## src/rtl/stream_fetch_ctrl_pkg.sv

```systemverilog
// Shared constants for the stream fetch controller: AXI burst encodings, line geometry
// and FSM state codes.
package stream_fetch_ctrl_pkg;

  localparam int unsigned LINE_BEATS = 16;
  localparam logic [3:0]  LAST_BEAT  = 4'(LINE_BEATS - 1);
  localparam logic [3:0]  LINE_ARLEN = 4'(LINE_BEATS - 1);
  localparam logic [1:0]  BURST_INCR = 2'b01;
  localparam logic [2:0]  SIZE_8B    = 3'd3;

  localparam logic [1:0] StIdle  = 2'd0;
  localparam logic [1:0] StAr    = 2'd1;
  localparam logic [1:0] StRd    = 2'd2;
  localparam logic [1:0] StServe = 2'd3;

  // Little-endian byte lane select within a 64-bit beat.
  function automatic logic [7:0] byte_lane(input logic [63:0] beat, input logic [2:0] lane);
    return beat[{lane, 3'b000} +: 8];
  endfunction

endpackage

```

## src/rtl/stream_line_buf.sv

```systemverilog
// 16 x 64-bit line buffer: one write port, one registered read port.
module stream_line_buf
  import stream_fetch_ctrl_pkg::*;
(
  input  logic        clk_i,
  input  logic        we_i,
  input  logic [3:0]  waddr_i,
  input  logic [63:0] wdata_i,
  input  logic [3:0]  raddr_i,
  output logic [63:0] rdata_o
);

  logic [63:0] mem_q [LINE_BEATS];

  always_ff @(posedge clk_i) begin
    if (we_i) begin
      mem_q[waddr_i] <= wdata_i;
    end
    rdata_o <= mem_q[raddr_i];
  end

endmodule

```

## src/rtl/stream_fetch_ctrl.sv

```systemverilog
// Single-line byte fetch cache: serves byte reads from a 128-byte line, refilling it
// with one 16-beat AXI INCR burst on a miss.
module stream_fetch_ctrl
  import stream_fetch_ctrl_pkg::*;
#(
  parameter logic [5:0]  AXI_ID    = 6'd0,
  parameter logic [31:0] BASE_ADDR = 32'h0
) (
  input  logic        clk_i,
  input  logic        rst_i,
  input  logic        flush_i,
  input  logic        req_rd_i,
  input  logic [31:0] req_addr_i,
  output logic [7:0]  req_data_o,
  output logic        req_valid_o,
  output logic        m_axi_arvalid_o,
  input  logic        m_axi_arready_i,
  output logic [31:0] m_axi_araddr_o,
  output logic [3:0]  m_axi_arlen_o,
  output logic [2:0]  m_axi_arsize_o,
  output logic [1:0]  m_axi_arburst_o,
  output logic [5:0]  m_axi_arid_o,
  input  logic        m_axi_rvalid_i,
  output logic        m_axi_rready_o,
  input  logic        m_axi_rlast_i,
  input  logic [63:0] m_axi_rdata_i,
  output logic        err_rlast_o
);

  logic [1:0]  state_q, state_d;
  logic        line_valid_q, line_valid_d;
  logic [3:0]  beat_cnt_q, beat_cnt_d;
  logic        flushed_q, flushed_d;
  logic        err_q, err_d;
  logic [31:0] araddr_q, araddr_d;
  logic        req_valid_q, req_valid_d;
  logic [7:0]  req_data_q, req_data_d;

  logic [31:0] byte_addr;
  logic [24:0] req_tag;
  logic        hit;
  logic        beat_fire;
  logic        last_beat;
  logic [63:0] buf_rdata;

  assign byte_addr = BASE_ADDR + req_addr_i;
  assign req_tag   = byte_addr[31:7];
  // araddr_q doubles as the line tag; flush in the same cycle forces a miss.
  assign hit       = line_valid_q && !flush_i && (araddr_q[31:7] == req_tag);
  assign beat_fire = (state_q == StRd) && m_axi_rvalid_i;
  assign last_beat = (beat_cnt_q == LAST_BEAT);

  always_comb begin
    state_d      = state_q;
    line_valid_d = line_valid_q;
    beat_cnt_d   = beat_cnt_q;
    flushed_d    = flushed_q;
    err_d        = err_q;
    araddr_d     = araddr_q;
    req_valid_d  = 1'b0;
    req_data_d   = req_data_q;
    unique case (state_q)
      StIdle: begin
        if (flush_i) line_valid_d = 1'b0;
        if (req_rd_i) begin
          if (hit) begin
            state_d = StServe;
          end else begin
            line_valid_d = 1'b0;
            flushed_d    = 1'b0;
            araddr_d     = {req_tag, 7'b0};
            state_d      = StAr;
          end
        end
      end
      StAr: begin
        if (flush_i) flushed_d = 1'b1;
        if (m_axi_arready_i) state_d = StRd;
      end
      StRd: begin
        if (flush_i) flushed_d = 1'b1;
        if (m_axi_rvalid_i) begin
          beat_cnt_d = beat_cnt_q + 4'd1;
          if (m_axi_rlast_i != last_beat) err_d = 1'b1;
          if (last_beat) begin
            // A flush seen anywhere during the burst leaves the line invalid.
            line_valid_d = !(flushed_q || flush_i);
            state_d      = StIdle;
          end
        end
      end
      StServe: begin
        if (flush_i) line_valid_d = 1'b0;
        req_data_d  = byte_lane(buf_rdata, byte_addr[2:0]);
        req_valid_d = 1'b1;
        state_d     = StIdle;
      end
      default: state_d = StIdle;
    endcase
  end

  always_ff @(posedge clk_i) begin
    if (rst_i) begin
      state_q      <= StIdle;
      line_valid_q <= 1'b0;
      beat_cnt_q   <= 4'd0;
      flushed_q    <= 1'b0;
      err_q        <= 1'b0;
      araddr_q     <= 32'h0;
      req_valid_q  <= 1'b0;
      req_data_q   <= 8'h0;
    end else begin
      state_q      <= state_d;
      line_valid_q <= line_valid_d;
      beat_cnt_q   <= beat_cnt_d;
      flushed_q    <= flushed_d;
      err_q        <= err_d;
      araddr_q     <= araddr_d;
      req_valid_q  <= req_valid_d;
      req_data_q   <= req_data_d;
    end
  end

  stream_line_buf u_line_buf (
    .clk_i   (clk_i),
    .we_i    (beat_fire),
    .waddr_i (beat_cnt_q),
    .wdata_i (m_axi_rdata_i),
    .raddr_i (byte_addr[6:3]),
    .rdata_o (buf_rdata)
  );

  assign req_data_o      = req_data_q;
  assign req_valid_o     = req_valid_q;
  assign m_axi_arvalid_o = (state_q == StAr);
  assign m_axi_araddr_o  = araddr_q;
  assign m_axi_arlen_o   = LINE_ARLEN;
  assign m_axi_arsize_o  = SIZE_8B;
  assign m_axi_arburst_o = BURST_INCR;
  assign m_axi_arid_o    = AXI_ID;
  assign m_axi_rready_o  = (state_q == StRd);
  assign err_rlast_o     = err_q;

endmodule

```

## config.mk

```make
export PLATFORM = sky130hd
export DESIGN_NAME = stream_fetch_ctrl
export DESIGN_NICKNAME = d
export VERILOG_FILES = /design/src/rtl/stream_fetch_ctrl_pkg.sv /design/src/rtl/stream_line_buf.sv /design/src/rtl/stream_fetch_ctrl.sv
export SDC_FILE = /design/constraint.sdc
export NUM_CORES = 1
export LEC_CHECK = 0
export ABC_AREA = 0
export CAP_MARGIN = 20
export CORE_ASPECT_RATIO = 0.75
export CORE_MARGIN = 2
export CORE_UTILIZATION = 25
export DETAILED_ROUTE_END_ITERATION = 6
export PLACE_DENSITY = 0.43
export SYNTH_ARGS = -nofsm -noshare
export SYNTH_HDL_FRONTEND = slang
export SYNTH_SLANG_ARGS = --single-unit
export TNS_END_PERCENT = 5
```

## constraint.sdc

```tcl
create_clock -name clk_i -period 7.9 [get_ports clk_i]
set_clock_uncertainty 0.05 [all_clocks]
set_input_delay 0.79 -clock clk_i [delete_from_list [all_inputs] [get_ports clk_i]]
set_output_delay 0.79 -clock clk_i [all_outputs]
set_load 0.05 [all_outputs]
```

==> results.ini, run 1 <==
[die]
die_h_um=361
num_rows=131
die_w_um=481
initial_core_util=0.251
ios=162
coreArea_um2=170000
dieArea_um2=174000

[drt]
drt-total-wl_um=107000
top_layer=met5
drt_iter0_drc=1570
wl_met3_um=5300
wl_per_cell_um=24.6
ant_nets=0
met2RoutedLength_um=50300
via_count=18900
vias_per_cell=4.33
met1_length_um=49000
post-route-drc-count=0
dr.pass1.iters=5

[power]
p_leak_uw=0.0155
power_per_cell_area_nw_per_um2=263
peakVddDrop_uv=182

[layout]
drive_gt1_frac=0.271
nNetsFinal=2109
final_cell_area_um2=50700
syn2layout_area_growth_pct=18.9
stdcell_count=4360

[clock_tree]
clock-sinks=1131
ctsResizeCount=0
clock_latency_ps=740
cts_hold_buf=0
cts_buffers=117
clk_pin_slew_worst_paths_ps=60
cts_max_path_buffers=3
h-tree-depth=3
post_cts_buffers=0
tritoncts=yes
root_buffer=clkbuf_16

[critical_path]
crit_path_end_kind=register
arrival_ps=3890
required_ps=8210
r2r_end=u_line_buf.mem_q[8][10]$_DFFE_PP_
startpoint_type=register
r2r_start=state_q[0]$_SDFFE_PP0P_
worst-r2r-cell-count=6
crit_fanout=42
path_class=register to register
rrSetupSlack_ps=4310

[synth]
syn_area_um2=42600
seq_area_frac_synth=0.772
ys_ff_latch=1131
syn_inst=1791
synth_top_area_frac=0.722
synth_enable_flop_cells=1024
yosys.area.top_type=edfxtp_1
synth.distinct_cells=31
ys.flop_type=edfxtp_1
ys_top_cells_by_area=edfxtp_1 (72%), mux4_2 (18%), dfxtp_1 (5.0%)
async_flop_share=0
synth_most_common_cell=edfxtp_1
synth_common_cells=edfxtp_1 (1024), mux4_2 (332), dfxtp_1 (107)
avgSynthCellArea_um2=23.8
yosys_warnings=0

[min_path]
hp-class=register to register
min_path_cells=2
hp-start=req_data_o[1]$_SDFFE_PP0P_
min_to=req_data_o[1]$_SDFFE_PP0P_

[timing]
post-route-period-util=0.454
tightest_slew_ps=1140
final_max_slew_viol_count=0
timing.slew.headroom=0.240
fin_setup_tns_ps=0
fmax_mhz=279
finalSetupViolations=0
hold-worst-slack_ps=441
worst_slack_ps=4310
min_period_ps=3590
rsz0062_at_grt=false
final-hold-violation-count=0

[placed_design]
io_buffers=139
hpwl_um=58200
place_inst=4139
place_congestion=0.702
postPlaceCellArea_um2=46700
dp_worst_setup_slack_ps=3520

[grt]
grt_pass1_wl_um=152000
antenna_found_initial=24
track_usage=0.123
grt.overflow.total=0
grt_pass1_vias=20000
grt_max_degree=112

[run_status]
status=completed

[run]
cap_violations=0

worst max-delay path by stage:
stage	start	endpoint	slack, ps	depth (start not counted)
2_1_floorplan	state_q[0]$_SDFFE_PP0P_	u_line_buf.mem_q[3][0]$_DFFE_PP_	1360	6
3_3_place_gp	m_axi_rvalid_i	u_line_buf.mem_q[8][7]$_DFFE_PP_	3580	5
3_5_place_dp	m_axi_rvalid_i	u_line_buf.mem_q[11][7]$_DFFE_PP_	3520	5
4_1_cts	state_q[0]$_SDFFE_PP0P_	u_line_buf.mem_q[11][37]$_DFFE_PP_	4110	6
5_1_grt	state_q[0]$_SDFFE_PP0P_	u_line_buf.mem_q[11][45]$_DFFE_PP_	3980	6
6_report	state_q[0]$_SDFFE_PP0P_	u_line_buf.mem_q[8][10]$_DFFE_PP_	4310	6
where the power goes:
group          switching (µW)  total, µW  internal (µW)
Clock                    2340       5640           3300
Combinational             555        954            399
Sequential               87.4       6740           6660
Total                    2980      13300          10400
critical path, stage by stage (launching register included):
cell and delay (ps):
dfxtp_1 340, inv_1 90, ha_1 290, and2_1 440
nand2_1 340, nor2_4 800, buf_4 800
stage by stage:
step	util	total power, µW
after floorplan	-	7440
after global placement	0.275	7820
after detailed placement	0.275	7850
after CTS	0.299	13500
after global routing	0.299	13800
final	0.299	13300
final cells by class:
type                            instances  area [µm²]
Tap cell                             2261        2830
Sequential cell                      1131       32900
Fill cell                           16300      119000
Multi-Input combinational cell        561        9220
Clock inverter                         63         785
Clock buffer                          156        3150
Inverter                                6        22.5
Antenna cell                            1        2.50
Timing Repair Buffer                  181        1750
logic make-up after synthesis:
logic type                 share of synthesized area
AOI/OAI and AO/OA                            0.00303
xor gates and xnor gates                     0.00596
adders and majority gates                    0.00235
buffers and inverters                         0.0160
DFF                                            0.772
muxes                                          0.186
other                                       0.000176
and+or+nand+nor                               0.0141
cell usage in the layout, fill, tap and decap left out, types with 12 or more instances in the layout:
| master | netlist | routed |
|---|---|---|
| bufinv_16 | 0 | 15 |
| buf_4 | 42 | 39 |
| xnor2_1 | 27 | 27 |
| nor2_4 | 0 | 12 |
| mux4_2 | 332 | 332 |
| clkbuf_16 | 0 | 117 |
| nand2b_1 | 53 | 53 |
| edfxtp_1 | 1024 | 1024 |
| conb_1 | 2 | 22 |
| clkdlybuf4s50_1 | 0 | 134 |
| clkbuf_1 | 43 | 31 |
| nor2_1 | 27 | 15 |
| mux2i_1 | 35 | 35 |
| clkinv_1 | 0 | 15 |
| clkinv_2 | 0 | 17 |
| dfxtp_1 | 107 | 107 |
sequential cells by signal, summed over array words and instances (netlist names):
register / count
u_line_buf.mem_q: 1024
err_rlast_o: 1
req_data_o: 8
line_valid_q: 1
state_q: 2
flushed_q: 1
beat_cnt_q: 4
req_valid_o: 1
m_axi_araddr_o: 25
u_line_buf.rdata_o: 64
layer usage:
| metal | GRT usage | vias up |
|---|---|---|
| li1 | - | 7938 |
| met5 | 0 | - |
| met1 | 0.169 | 10300 |
| met2 | 0.194 | 463 |
| met3 | 0.0266 | 168 |
| met4 | 0.0335 | 6 |
Power figures use the tool's default switching activity.
==> inputs of run 2 (changes only) <==
- PLACE_DENSITY: 0.43 -> 0.45
- clock period: 7.9 -> 2.89 ns (I/O delays scaled with it)
==> run 2 against run 1 <==
Effect of this change: final cell count increased by 0.71%; power increased to 2.7 times the previous value; die area unchanged; sequential power increased to 2.7 times the previous value; clock power increased to 2.6 times the previous value; first-iteration DRC count increased by 5.7%; via count increased by 1.8%; setup slack got worse by 4100 ps; critical path type is now register to output port; largest cell class unchanged.
==> results.ini, run 2 (same netlist as run 1, synthesis figures left out) <==
[run_status]
status=completed  ; unchanged

[layout]
final_cell_mix=edfxtp_1 (1024), mux4_2 (332), clkdlybuf4s50_1 (134), clkbuf_16 (113), dfxtp_1 (105)  ; was edfxtp_1 (1024), mux4_2 (332), clkdlybuf4s50_1 (134), clkbuf_16 (117), dfxtp_1 (107)
n_fill_cell=16300  ; about the same
syn2layout_area_growth_pct=20.6  ; was 18.9%
largest_reg_flops=1024  ; unchanged
nNetsFinal=2142  ; was 2109
drive_gt1_frac=0.287  ; was 0.271
largest-register=u_line_buf.mem_q  ; unchanged
final_common_cell=edfxtp_1  ; unchanged

[critical_path]
worst-r2r-cell-count=6  ; unchanged
path_cells=inv_1 -> ha_1 -> clkdlybuf4s50_1  ; was inv_1 -> ha_1 -> and2_1 -> nand2_1 -> nor2_4 -> buf_4
crit_fanout=5  ; was 42
r2r_start=state_q[0]$_SDFFE_PP0P_  ; unchanged
required_ps=2550  ; was 8210 ps
cp_slowest_stage_delay_ps=860  ; was 800 ps
critPathBufInv=2  ; unchanged
r2r_end=u_line_buf.mem_q[0][45]$_DFFE_PP_  ; was u_line_buf.mem_q[8][10]$_DFFE_PP_
arrival_ps=2310  ; was 3890 ps
crit_path_end_kind=output port  ; was register
path_class=register to output port  ; was register to register
rrSetupSlack_ps=620  ; was 4310 ps
cp_slowest_cell=clkdlybuf4s50_1  ; was nor2_4
startpoint_type=register  ; unchanged
crit_family=buffers and inverters  ; was simple AND/OR/NAND/NOR gates

[power]
power_per_cell_area_nw_per_um2=700  ; was 263 nW/µm²
p_sw_frac=0.224  ; was 0.223
p_comb_frac=0.076  ; was 0.072
p_leak_uw=0.0157  ; was 0.0155 µW
peakVddDrop_uv=583  ; was 182 µV
pwr-share-clk=0.411  ; was 0.423
finalPower_uw=36000  ; was 13300 µW
seq_power_share=0.513  ; was 0.506
internal_power_uw=27900  ; was 10400 µW
switchingPower_uw=8070  ; was 2980 µW

[clock_tree]
ctsResizeCount=0  ; unchanged
clock_latency_ps=730  ; was 740 ps
root_buffer=clkbuf_16  ; unchanged
clock-sinks=1131  ; unchanged
tritoncts=yes  ; unchanged
clk_pin_slew_worst_paths_ps=70  ; was 60 ps
h-tree-depth=3  ; unchanged
cts_max_path_buffers=3  ; unchanged
cts_buffers=111  ; was 117

[drt]
via_count=19200  ; was 18.9k
post-route-drc-count=0  ; unchanged
drt-total-wl_um=109000  ; was 107000 µm
vias_per_cell=4.38  ; was 4.33
dr.pass1.iters=5  ; unchanged
wl_per_cell_um=24.8  ; was 24.6 µm
drt_iter0_drc=1659  ; was 1570
ant_nets=0  ; unchanged

[die]
ios=162  ; unchanged
die_w_um=481  ; unchanged
num_rows=131  ; unchanged
die_h_um=361  ; unchanged
coreArea_um2=170000  ; unchanged
initial_core_util=0.251  ; unchanged
dieArea_um2=174000  ; unchanged

[grt]
antenna_found_initial=22  ; was 24
grt_max_degree=65  ; was 112
track_usage=0.124  ; was 0.123
grt_pass1_vias=20300  ; was 20.0k
grt_pass1_wl_um=154000  ; was 152000 µm
grt.overflow.total=0  ; unchanged

[timing]
fin_setup_tns_ps=0  ; unchanged
finalSetupViolations=0  ; unchanged
fmax_mhz=377
timing.slew.headroom=0.382  ; was 0.240
rsz0062_at_grt=false  ; unchanged
final-hold-violation-count=0  ; unchanged
tightest_slew_ps=927  ; was 1140 ps
min_period_ps=2650
post-route-period-util=0.918
final_max_slew_viol_count=0  ; unchanged

[placed_design]
place_congestion=0.728  ; was 0.702
hpwl_um=64100  ; was 58200 µm
io_buffers=139  ; unchanged

[min_path]
min_to=m_axi_araddr_o[26]$_SDFFE_PP0P_  ; was req_data_o[1]$_SDFFE_PP0P_
min_path_cells=3  ; was 2
hp-start=req_addr_i[26]  ; was req_data_o[1]$_SDFFE_PP0P_
hp-class=primary input to register  ; was register to register

[run]
cap_violations=0  ; unchanged

## run 2: per-stage QoR
step	instances	util	worst slack, ps	area [µm²]	hold WS (ps)
after CTS	4387	0.303	149	51400	70.3
after detailed placement	4178	0.281	416	47600	418
after global placement	4178	0.281	395	47600	417
after global routing	4388	0.303	95.8	51400	104
after floorplan	1811	-	-256	42900	338
final	4391	0.303	237	51400	142
## run 2: metal layers
metal / wire length (µm) / vias up / global-route usage
met5: 36 / - / 0
met4: 1830 / 6 / 0.0242
met3: 5300 / 144 / 0.0254
met2: 49200 / 489 / 0.189
met1: 52500 / 10500 / 0.184
li1: - / 8024 / -
## run 2: worst register-to-register path, delay by kind of cell, from the launching register on
| family | cells | cell delay (ps) |
|---|---|---|
| adders and majority gates | 1 | 180 |
| buffers and inverters | 2 | 540 |
| DFF | 1 | 340 |
| and+or+nand+nor | 3 | 680 |
## run 2: area by class of cell
cell class,instances,area (µm²),share of cell area
Clock buffer,156,3170,0.0617
Multi-Input combinational cell,561,9330,0.182
Clock inverter,52,569,0.0111
Sequential cell,1131,32900,0.640
Inverter,6,22.5,0.000438
Antenna cell,4,10.0,0.000195
Timing Repair Buffer,220,2560,0.0498
Tap cell,2261,2830,0.0551
## run 2: what timing repair did
action	in CTS	in global routing
buffers inserted	0	0
endpoints found under the setup margin	0	0
hold buffers	1	0
hold endpoints to repair	7	0
## run 2: worst max-delay path by stage
stage,endpoint,cells after the start,start
3_5_place_dp,u_line_buf.rdata_o[56]$_DFF_P_,4,req_addr_i[3]
6_report,m_axi_arvalid_o,3,state_q[1]$_SDFFE_PP0P_
5_1_grt,m_axi_arvalid_o,3,state_q[1]$_SDFFE_PP0P_
4_1_cts,m_axi_arvalid_o,3,state_q[1]$_SDFFE_PP0P_
2_1_floorplan,u_line_buf.mem_q[3][0]$_DFFE_PP_,6,state_q[0]$_SDFFE_PP0P_
3_3_place_gp,m_axi_araddr_o[28]$_SDFFE_PP0P_,8,req_addr_i[26]
## run 2: power groups by stage
stage | combinational (µW) | sequential, µW | clock [µW]
after CTS | 2790 | 18400 | 15200
after detailed placement | 2780 | 18800 | 0
after global routing | 2910 | 18500 | 15800
after floorplan | 1440 | 19000 | 0
final | 2730 | 18400 | 14800
after global placement | 2730 | 18800 | 0
==> inputs of run 3 (changes only) <==
- clock period: 2.89 -> 2.15 ns (I/O delays scaled with it)
==> run 3 against run 2 <==
Effect of this change: setup slack worse by 140 ps; global-route usage up 0.31 points; clock power up 41%; hold slack worse by 68 ps; sequential cell count unchanged; die area unchanged; register-to-register slack worse by 520 ps; core utilization up 0.95 points; non-clock buffer count up 98; power up 38%.
==> results.ini, run 3 (same netlist as run 1, synthesis figures left out) <==
[drt]
drt-total-wl_um=112000  ; was 109000 µm
dr.pass1.iters=5  ; unchanged
wl_met3_um=6510  ; was 5300 µm
via_count=19700  ; was 19.2k
wl_per_cell_um=24.8  ; about the same
post-route-drc-count=0  ; unchanged
ant_nets=0  ; unchanged
vias_per_cell=4.38  ; about the same
top_layer=met5  ; unchanged
drt_iter0_drc=1780  ; was 1659
met1_length_um=53200  ; was 52500 µm
met2RoutedLength_um=50100  ; was 49200 µm

[die]
num_rows=131  ; unchanged
die_w_um=481  ; unchanged
coreArea_um2=170000  ; unchanged
ios=162  ; unchanged
initial_core_util=0.251  ; unchanged
die_h_um=361  ; unchanged
dieArea_um2=174000  ; unchanged

[clock_tree]
cts_buffers=114  ; was 111
cts_max_path_buffers=3  ; unchanged
tritoncts=yes  ; unchanged
root_buffer=clkbuf_16  ; unchanged
clk_pin_slew_worst_paths_ps=60  ; was 70 ps
clock_latency_ps=710  ; was 730 ps
h-tree-depth=3  ; unchanged
clock-sinks=1131  ; unchanged

[timing]
min_period_ps=2050
post-route-period-util=0.955
finalSetupViolations=0  ; unchanged
tightest_slew_ps=713  ; was 927 ps
rsz0062_at_grt=false  ; unchanged
fmax_mhz=487
timing.slew.headroom=0.523  ; was 0.382
final-hold-violation-count=0  ; unchanged
final_max_slew_viol_count=0  ; unchanged

[layout]
largest-register=u_line_buf.mem_q  ; unchanged
final_common_cell=edfxtp_1  ; unchanged
nNetsFinal=2243  ; was 2142
multi_input_area_um2=9330  ; about the same
syn2layout_area_growth_pct=24.4  ; was 20.6%
n_fill_cell=16100  ; was 16.3k
final_cell_mix=edfxtp_1 (1024), mux4_2 (332), clkbuf_16 (119), dfxtp_1 (105), buf_12 (98)  ; was edfxtp_1 (1024), mux4_2 (332), clkdlybuf4s50_1 (134), clkbuf_16 (113), dfxtp_1 (105)
stdcell_count=4501  ; was 4391
seq_area_um2=32900  ; unchanged
drive_gt1_frac=0.323  ; was 0.287
post-route-util=0.312  ; was 0.303
largest_reg_flops=1024  ; unchanged

[critical_path]
cp_slowest_cell=dlygate4sd3_1  ; was clkdlybuf4s50_1
path_class=register to register  ; was register to output port
crit_path_end_kind=register  ; was output port
path_cells=mux4_2 -> mux4_2 -> dlygate4sd3_1  ; was inv_1 -> ha_1 -> clkdlybuf4s50_1
startpoint_type=register  ; unchanged
arrival_ps=2590  ; was 2310 ps
required_ps=2690  ; was 2550 ps
crit_fanout=1  ; was 5
cp_slowest_stage_delay_ps=570  ; was 860 ps
cp_common_cell=mux4_2

[power]
finalPower_uw=49500  ; was 36000 µW
peakVddDrop_uv=592  ; was 583 µV
power_per_cell_area_nw_per_um2=934  ; was 700 nW/µm²
p_leak_uw=0.0167  ; was 0.0157 µW

[grt]
antenna_found_initial=22  ; unchanged
grt.overflow.total=0  ; unchanged
track_usage=0.127  ; was 0.124
grt_pass1_vias=20700  ; was 20.3k
grt_pass1_wl_um=158000  ; was 154000 µm
grt_max_degree=39  ; was 65

[placed_design]
hpwl_um=71600  ; was 64100 µm
place_congestion=0.734  ; was 0.728
io_buffers=139  ; unchanged
place_inst=4274  ; was 4178

[min_path]
hp-class=primary input to register  ; unchanged

[run_status]
status=completed  ; unchanged

[run]
cap_violations=0  ; unchanged

[run 3: what timing repair did]
action / CTS / global route
gates resized for setup: 37 / 2
setup buffers: 0 / 0
setup endpoints to repair: 36 / 3
hold buffers: 3 / 0
gates cloned: 0 / 0
hold endpoints to repair: 5 / 0
[run 3: cell type report]
class | instances | share of cell area
sequential | 1131 | 0.621
multi-input combinational | 561 | 0.176
timing repair buffer | 318 | 0.0740
clock buffer | 158 | 0.0614
tap | 2261 | 0.0534
clock inverter | 57 | 0.0136
inverter | 6 | 0.000425
antenna | 9 | 0.000425
[run 3: worst max-delay path: cells and delay by family, from the launching register on]
kind,cells,cell delay (ps)
multiplexers,2,950
buffers and inverters,1,570
flip-flops,1,370
[run 3: report_power, final]
group / total, µW / switching, µW / internal (µW)
Combinational: 3710 / 2100 / 1610
Sequential: 24800 / 378 / 24500
Clock: 20900 / 8450 / 12500
Total: 49500 / 10900 / 38600
[run 3: path summary, 6_finish.rpt]
path / start / to / slack (ps) / depth (start not counted)
worst max-delay path: u_line_buf.mem_q[15][21]$_DFFE_PP_ / u_line_buf.rdata_o[21]$_DFF_P_ / 100 / 3
worst min-delay path: rst_i / line_valid_q$_SDFFE_PP0P_ / 70 / 2
worst max register to register: u_line_buf.mem_q[15][21]$_DFFE_PP_ / u_line_buf.rdata_o[21]$_DFF_P_ / 100 / 3
worst min register to register: m_axi_araddr_o[9]$_SDFFE_PP0P_ / m_axi_araddr_o[9]$_SDFFE_PP0P_ / 460 / 2
[run 3: routing by layer]
layer / vias up / global-route usage
met5: - / 0
met4: 4 / 0.0235
met3: 129 / 0.0276
met2: 516 / 0.191
met1: 10800 / 0.190
li1: 8246 / -
[run 3: through the flow]
stage,instance area (µm²),setup TNS (ps),hold slack [ps],setup WS (ps)
after global placement,49000,-2810,440,-122
after global routing,53000,0,29.5,18.4
after floorplan,42900,-651120,264,-996
after detailed placement,49000,-1630,449,-122
after CTS,53000,-146,8.37,-146
final,53000,0,74.2,96.9
